## src/rtl/rf_pkg.sv

```systemverilog
// Shared register-file definitions for the writeback path.
//   XLEN        : integer register width
//   REG_ADDR_W  : register index width
//   NREGS       : number of architectural integer registers
//   wb_entry_t  : one pending writeback {rd, data}
package rf_pkg;
  localparam int XLEN       = 64;
  localparam int REG_ADDR_W = 5;
  localparam int NREGS      = 32;

  typedef struct packed {
    logic [REG_ADDR_W-1:0] rd;
    logic [XLEN-1:0]       data;
  } wb_entry_t;
endpackage

```

## src/rtl/wb_fifo.sv

```systemverilog
// Parameterised synchronous FIFO holding pending long-latency writebacks.
//   clk, rst   : clock, synchronous active-high reset (contents discarded)
//   push       : write push_data at the tail (ignored when full)
//   pop        : drop the head entry (ignored when empty)
//   push_data  : entry to store
//   head       : oldest stored entry (valid when !empty)
//   full/empty : occupancy flags derived from the registered count
//   count      : number of stored entries
module wb_fifo #(
  parameter  int W     = 69,
  parameter  int DEPTH = 2,
  localparam int CW    = $clog2(DEPTH + 1)
) (
  input  logic          clk,
  input  logic          rst,
  input  logic          push,
  input  logic          pop,
  input  logic [W-1:0]  push_data,
  output logic [W-1:0]  head,
  output logic          full,
  output logic          empty,
  output logic [CW-1:0] count
);

  localparam int PW = (DEPTH > 1) ? $clog2(DEPTH) : 1;

  logic [W-1:0]  mem [DEPTH];
  logic [PW-1:0] rd_ptr;
  logic [PW-1:0] wr_ptr;
  logic          do_push;
  logic          do_pop;

  function automatic logic [PW-1:0] next_ptr(input logic [PW-1:0] p);
    return (p == PW'(DEPTH - 1)) ? '0 : p + 1'b1;
  endfunction

  assign full    = (count == CW'(DEPTH));
  assign empty   = (count == '0);
  assign do_push = push && !full;
  assign do_pop  = pop && !empty;
  assign head    = mem[rd_ptr];

  always_ff @(posedge clk) begin
    if (rst) begin
      rd_ptr <= '0;
      wr_ptr <= '0;
      count  <= '0;
    end else begin
      if (do_push) wr_ptr <= next_ptr(wr_ptr);
      if (do_pop)  rd_ptr <= next_ptr(rd_ptr);
      if (do_push && !do_pop)      count <= count + 1'b1;
      else if (do_pop && !do_push) count <= count - 1'b1;
    end
  end

  // Storage needs no reset; only the pointers/count define validity.
  always_ff @(posedge clk) begin
    if (do_push) mem[wr_ptr] <= push_data;
  end

endmodule

```

## src/rtl/wb_write_arbiter.sv

```systemverilog
// Writeback arbiter owning the register-file write port. Merges one-cycle
// ALU results with buffered long-latency results and tracks outstanding
// long-latency destinations in a scoreboard.
//   alu_valid/alu_rd/alu_data : ALU result; alu_stall = not taken this cycle
//   mem_valid/mem_rd/mem_data : long-latency result, accepted when mem_ready
//   issue_valid/issue_rd      : long-latency op issued, marks rd busy
//   busy                      : bit i set while a write to xi is pending
//   reg_w/data_in/en_write    : registered RF write port
module wb_write_arbiter
  import rf_pkg::*;
#(
  parameter int N      = XLEN,
  parameter int DEPTH  = 2,
  parameter int STARVE = 4
) (
  input  logic                  clk,
  input  logic                  rst,
  input  logic                  alu_valid,
  input  logic [REG_ADDR_W-1:0] alu_rd,
  input  logic [N-1:0]          alu_data,
  output logic                  alu_stall,
  input  logic                  mem_valid,
  output logic                  mem_ready,
  input  logic [REG_ADDR_W-1:0] mem_rd,
  input  logic [N-1:0]          mem_data,
  input  logic                  issue_valid,
  input  logic [REG_ADDR_W-1:0] issue_rd,
  output logic [NREGS-1:0]      busy,
  output logic [REG_ADDR_W-1:0] reg_w,
  output logic [N-1:0]          data_in,
  output logic                  en_write
);

  localparam int W  = REG_ADDR_W + N;
  localparam int CW = $clog2(DEPTH + 1);
  localparam int SW = $clog2(STARVE + 1);

  logic [W-1:0]          fifo_head;
  logic                  fifo_full;
  logic                  fifo_empty;
  logic [CW-1:0]         fifo_count;
  logic                  fifo_push;
  logic [REG_ADDR_W-1:0] head_rd;
  logic [N-1:0]          head_data;

  logic [SW-1:0]         starve_cnt;
  logic                  alu_req;
  logic                  buf_win;
  logic                  alu_win;
  logic [NREGS-1:0]      busy_next;

  assign head_rd   = fifo_head[W-1 -: REG_ADDR_W];
  assign head_data = fifo_head[N-1:0];

  // Ready comes from the registered count only, so a same-cycle pop never
  // opens a slot for a push.
  assign mem_ready = (fifo_count < CW'(DEPTH));
  // rd==0 completes the handshake but is never stored.
  assign fifo_push = mem_valid && !fifo_full && (mem_rd != '0);

  wb_fifo #(
    .W     (W),
    .DEPTH (DEPTH)
  ) u_fifo (
    .clk       (clk),
    .rst       (rst),
    .push      (fifo_push),
    .pop       (buf_win),
    .push_data ({mem_rd, mem_data}),
    .head      (fifo_head),
    .full      (fifo_full),
    .empty     (fifo_empty),
    .count     (fifo_count)
  );

  always_comb begin
    alu_req   = alu_valid && (alu_rd != '0);
    buf_win   = !fifo_empty && (!alu_req || (starve_cnt == SW'(STARVE)));
    alu_win   = alu_req && !buf_win;
    alu_stall = alu_req && buf_win;

    // Clear for the popped head first so a same-index issue overrides it.
    busy_next = busy;
    if (buf_win) busy_next[head_rd] = 1'b0;
    if (issue_valid && (issue_rd != '0)) busy_next[issue_rd] = 1'b1;
    busy_next[0] = 1'b0;
  end

  always_ff @(posedge clk) begin
    if (rst) begin
      en_write   <= 1'b0;
      reg_w      <= '0;
      data_in    <= '0;
      starve_cnt <= '0;
      busy       <= '0;
    end else begin
      en_write <= buf_win || alu_win;
      if (buf_win) begin
        reg_w   <= head_rd;
        data_in <= head_data;
      end else if (alu_win) begin
        reg_w   <= alu_rd;
        data_in <= alu_data;
      end

      if (alu_win && !fifo_empty) begin
        if (starve_cnt != SW'(STARVE)) starve_cnt <= starve_cnt + 1'b1;
      end else begin
        starve_cnt <= '0;
      end

      busy <= busy_next;
    end
  end

endmodule

```

## config.mk

```make
export PLATFORM = sky130hd
export DESIGN_NAME = wb_write_arbiter
export DESIGN_NICKNAME = d
export VERILOG_FILES = /design/src/rtl/rf_pkg.sv /design/src/rtl/wb_fifo.sv /design/src/rtl/wb_write_arbiter.sv
export SDC_FILE = /design/constraint.sdc
export NUM_CORES = 1
export LEC_CHECK = 0
export CAP_MARGIN = 20
export CORE_MARGIN = 5
export CORE_UTILIZATION = 52
export CTS_CLUSTER_SIZE = 14
export DETAILED_ROUTE_END_ITERATION = 10
export GPL_ROUTABILITY_DRIVEN = 0
export PLACE_DENSITY = 0.86
export SETUP_SLACK_MARGIN = 0.5
export SYNTH_ARGS = -nofsm -noshare
export SYNTH_HDL_FRONTEND = slang
export SYNTH_HIERARCHICAL = 1
export SYNTH_SLANG_ARGS = --single-unit
```

## constraint.sdc

```tcl
create_clock -name clk -period 6.4 [get_ports clk]
set_clock_uncertainty 0.2 [all_clocks]
set_input_delay 1.6 -clock clk [delete_from_list [all_inputs] [get_ports clk]]
set_output_delay 1.6 -clock clk [all_outputs]
set_load 0.1 [all_outputs]
```

==> results by group <==
Detailed routing
  – Final WL: roughly 26,000 um
  – DR WL/cell: between 20 and 25 um
  – Initial drt markers: between 400 and 500
  – # DRC: 0
  – Via-per-instance ratio: between 5 and 6
  – Final ANT Viol Nets: 0
  – TritonRoute pass-1 iters: 5
  – DR vias: 6,828

Logic synthesis
  – Synth top area share: between 40% and 50%
  – Mapped Cells: approximately 680
  – Synthesized area: around 9500 um^2
  – Fraction of registers with async set/reset: 0%
  – #FFs+latches synth: roughly 250
  – Number of enable flip-flop cells after synthesis: 138
  – Yosys warnings: 6
  – Syn Area/Cell: 14.0 um^2
  – Largest area contributor in the netlist: edfxtp_1
  – Largest cells by area after synthesis: edfxtp_1, dfxtp_1, a221o_1
  – Synth Flop Type: edfxtp_1
  – Unique masters post-synth: 40
  – Syn_nets: approximately 830
  – Seq/Total Area, Yosys: about two thirds

Clock tree
  – Post-CTS Setup Inserts: 0
  – Clock Path Buffers: 3
  – Gates resized, CTS repair: 0
  – Hold Buf Count CTS: 0
  – Number of buffers created by CTS: 24
  – Clock transition at path regs: about 60 ps
  – CTS tree: done
  – TritonCTS Sinks: ~250
  – Later-pin clock latency in the skew report: 510 ps
  – H-tree levels: 1
  – CTS root buf: clkbuf_16

Floorplanning
  – Io pins: around 250
  – DIE AREA: approximately 21,000 um^2
  – FP Rows: 49
  – CORE AREA: around 18,000 um^2
  – Initial Util: between 50% and 60%
  – Die X: around 150 um
  – Die Height: between 100 and 150 um

Timing
  – Final Hold Viols: 0
  – Tmin final: about 5300 ps
  – Tcrit/Tclk final: between 80% and 90%
  – # setup viols final: 0
  – Slew at the pin closest to its max-slew limit: 1050 ps
  – Relative slew margins: between 20% and 30%
  – Final number of max-transition violations: 0
  – Setup TNS: 0 ps
  – Hold_ws: 250 ps
  – FMAX: between 150 and 200 MHz
  – RSZ-0062 raised after global routing: no

Global route
  – Number of global-route vias before repair: about 7,100
  – Initial antenna violation count: 1
  – First-pass GRT wire length: about 40,000 um
  – GRT Residual Overflow: 0
  – Global Route Usage Sum: between 20% and 30%
  – Largest net degree at the start of global routing: a little over 70

Pwr
  – PwrDens: about 400 nW/um^2
  – VDD IR max: approximately 0.00032 V
  – Leak: between 4 and 5 nW

Worst hold path
  – Hold Path Class: reg2reg

Finish
  – Final Non-Filler Cells: ~1,200
  – Most frequent cells in the layout: clkdlybuf4s50_1, edfxtp_1, dfxtp_1
  – Nets@finish: ~1,100
  – Fin area: approximately 13,000 um^2
  – Layout cell share with drive strength beyond 1: about an eighth
  – Area delta synth->final: 35.1%
  – Commonest non-fill, non-tap cell in the layout: clkdlybuf4s50_1

Worst setup path
  – Worst Setup End Kind: primary output
  – Worst-path maximum fanout: 35
  – Critical path arrival: ~3500 ps
  – Crit Path Category: in2out
  – Nature of the critical path startpoint: primary input
  – Worst Path Required: between 4000 and 5000 ps

Placed design
  – DP Wirelength: ~17,000 um
  – IO Port Bufs: between 200 and 300
  – Placed insts: between 1,000 and 1,500
  – Post-DP Area: approximately 12,000 um^2

Status
  – Status: completed

Job
  – Max-cap violations: 0
[layer usage]
layer | GRT usage, % | vias to the layer above | share of wire [%]
met5 | 0 | - | 0
met4 | 7.42 | 0 | 2.9
met3 | 5.18 | 56 | 8.1
met2 | 40.3 | 345 | 50
met1 | 29.5 | 3319 | 39
li1 | - | 3108 | -
[path summary, 6_finish.rpt]
kind,startpoint,end,slack [ps],cells after the start
setup / recovery,alu_rd[3],alu_stall,1140,5
hold / removal,starve_cnt[0],starve_cnt[0],250,1
setup reg to reg,flip-flop,busy[28],3510,5
hold reg to reg,starve_cnt[0],starve_cnt[0],250,1
[Yosys cell counts (4+ instances only)]
master / count
edfxtp_1: 138
dfxtp_1: 109
and3_1: 69
a221o_1: 68
nand2_1: 67
mux2_2: 59
o311ai_0: 31
clkbuf_1: 28
nor2_1: 18
buf_2: 13
mux2_4: 10
inv_1: 8
or3_1: 6
nand3b_1: 5
buf_6: 4
nor3_1: 4
[kinds of logic after synthesis]
group                    Yosys count  synth area share (%)
AND/OR/NAND/NOR                  183                  10.1
other                              1                0.0395
adder cells (fa/ha/maj)            3                 0.395
multiplexers                      69                  8.57
flip-flops                       247                  66.6
AO/OA/AOI/OAI                    111                  11.1
XOR/XNOR                           4                 0.369
buffers and inverters             59                  2.94
[registers in the layout (all words and copies together), names as in the netlist, named ones only]
register / count
u_fifo/mem: 138
data_in: 64
busy: 31
reg_w: 5
starve_cnt: 3
u_fifo/count: 2
en_write: 1
u_fifo/rd_ptr: 1
u_fifo/wr_ptr: 1
[per-stage QoR]
| step | utilization [%] | setup slack, ps | power [mW] |
|---|---|---|---|
| floorplan | - | 851 | 3.38 |
| CTS | 71.4 | 1160 | 5.14 |
| global route | 71.5 | 1080 | 5.29 |
| detailed placement | 67.6 | 1170 | 3.86 |
| finish | 71.5 | 1140 | 5.11 |
| global placement | 67.6 | 1190 | 3.83 |
[where the power goes]
part | internal, mW | total [mW] | switching, mW
Sequential | 1.98 | 2.13 | 0.146
Combinational | 0.532 | 1.71 | 1.18
Clock | 0.695 | 1.27 | 0.575
[final cells by class]
| type | count | area [um^2] |
|---|---|---|
| Sequential cell | 247 | 6330 |
| Clock buffer | 33 | 634 |
| Antenna cell | 1 | 2.50 |
| Tap cell | 229 | 287 |
| Fill cell | 1218 | 5120 |
| Timing Repair Buffer | 261 | 2580 |
| Inverter | 8 | 30.0 |
| Clock inverter | 10 | 60.1 |
| Multi-Input combinational cell | 371 | 2920 |
[critical path, stage by stage]
cell and delay, ps:
clkdlybuf4s50_1 430, or3_1 470, o311a_4 490, nor3_2 150, buf_4 310
(Power assumes the default switching activity.)
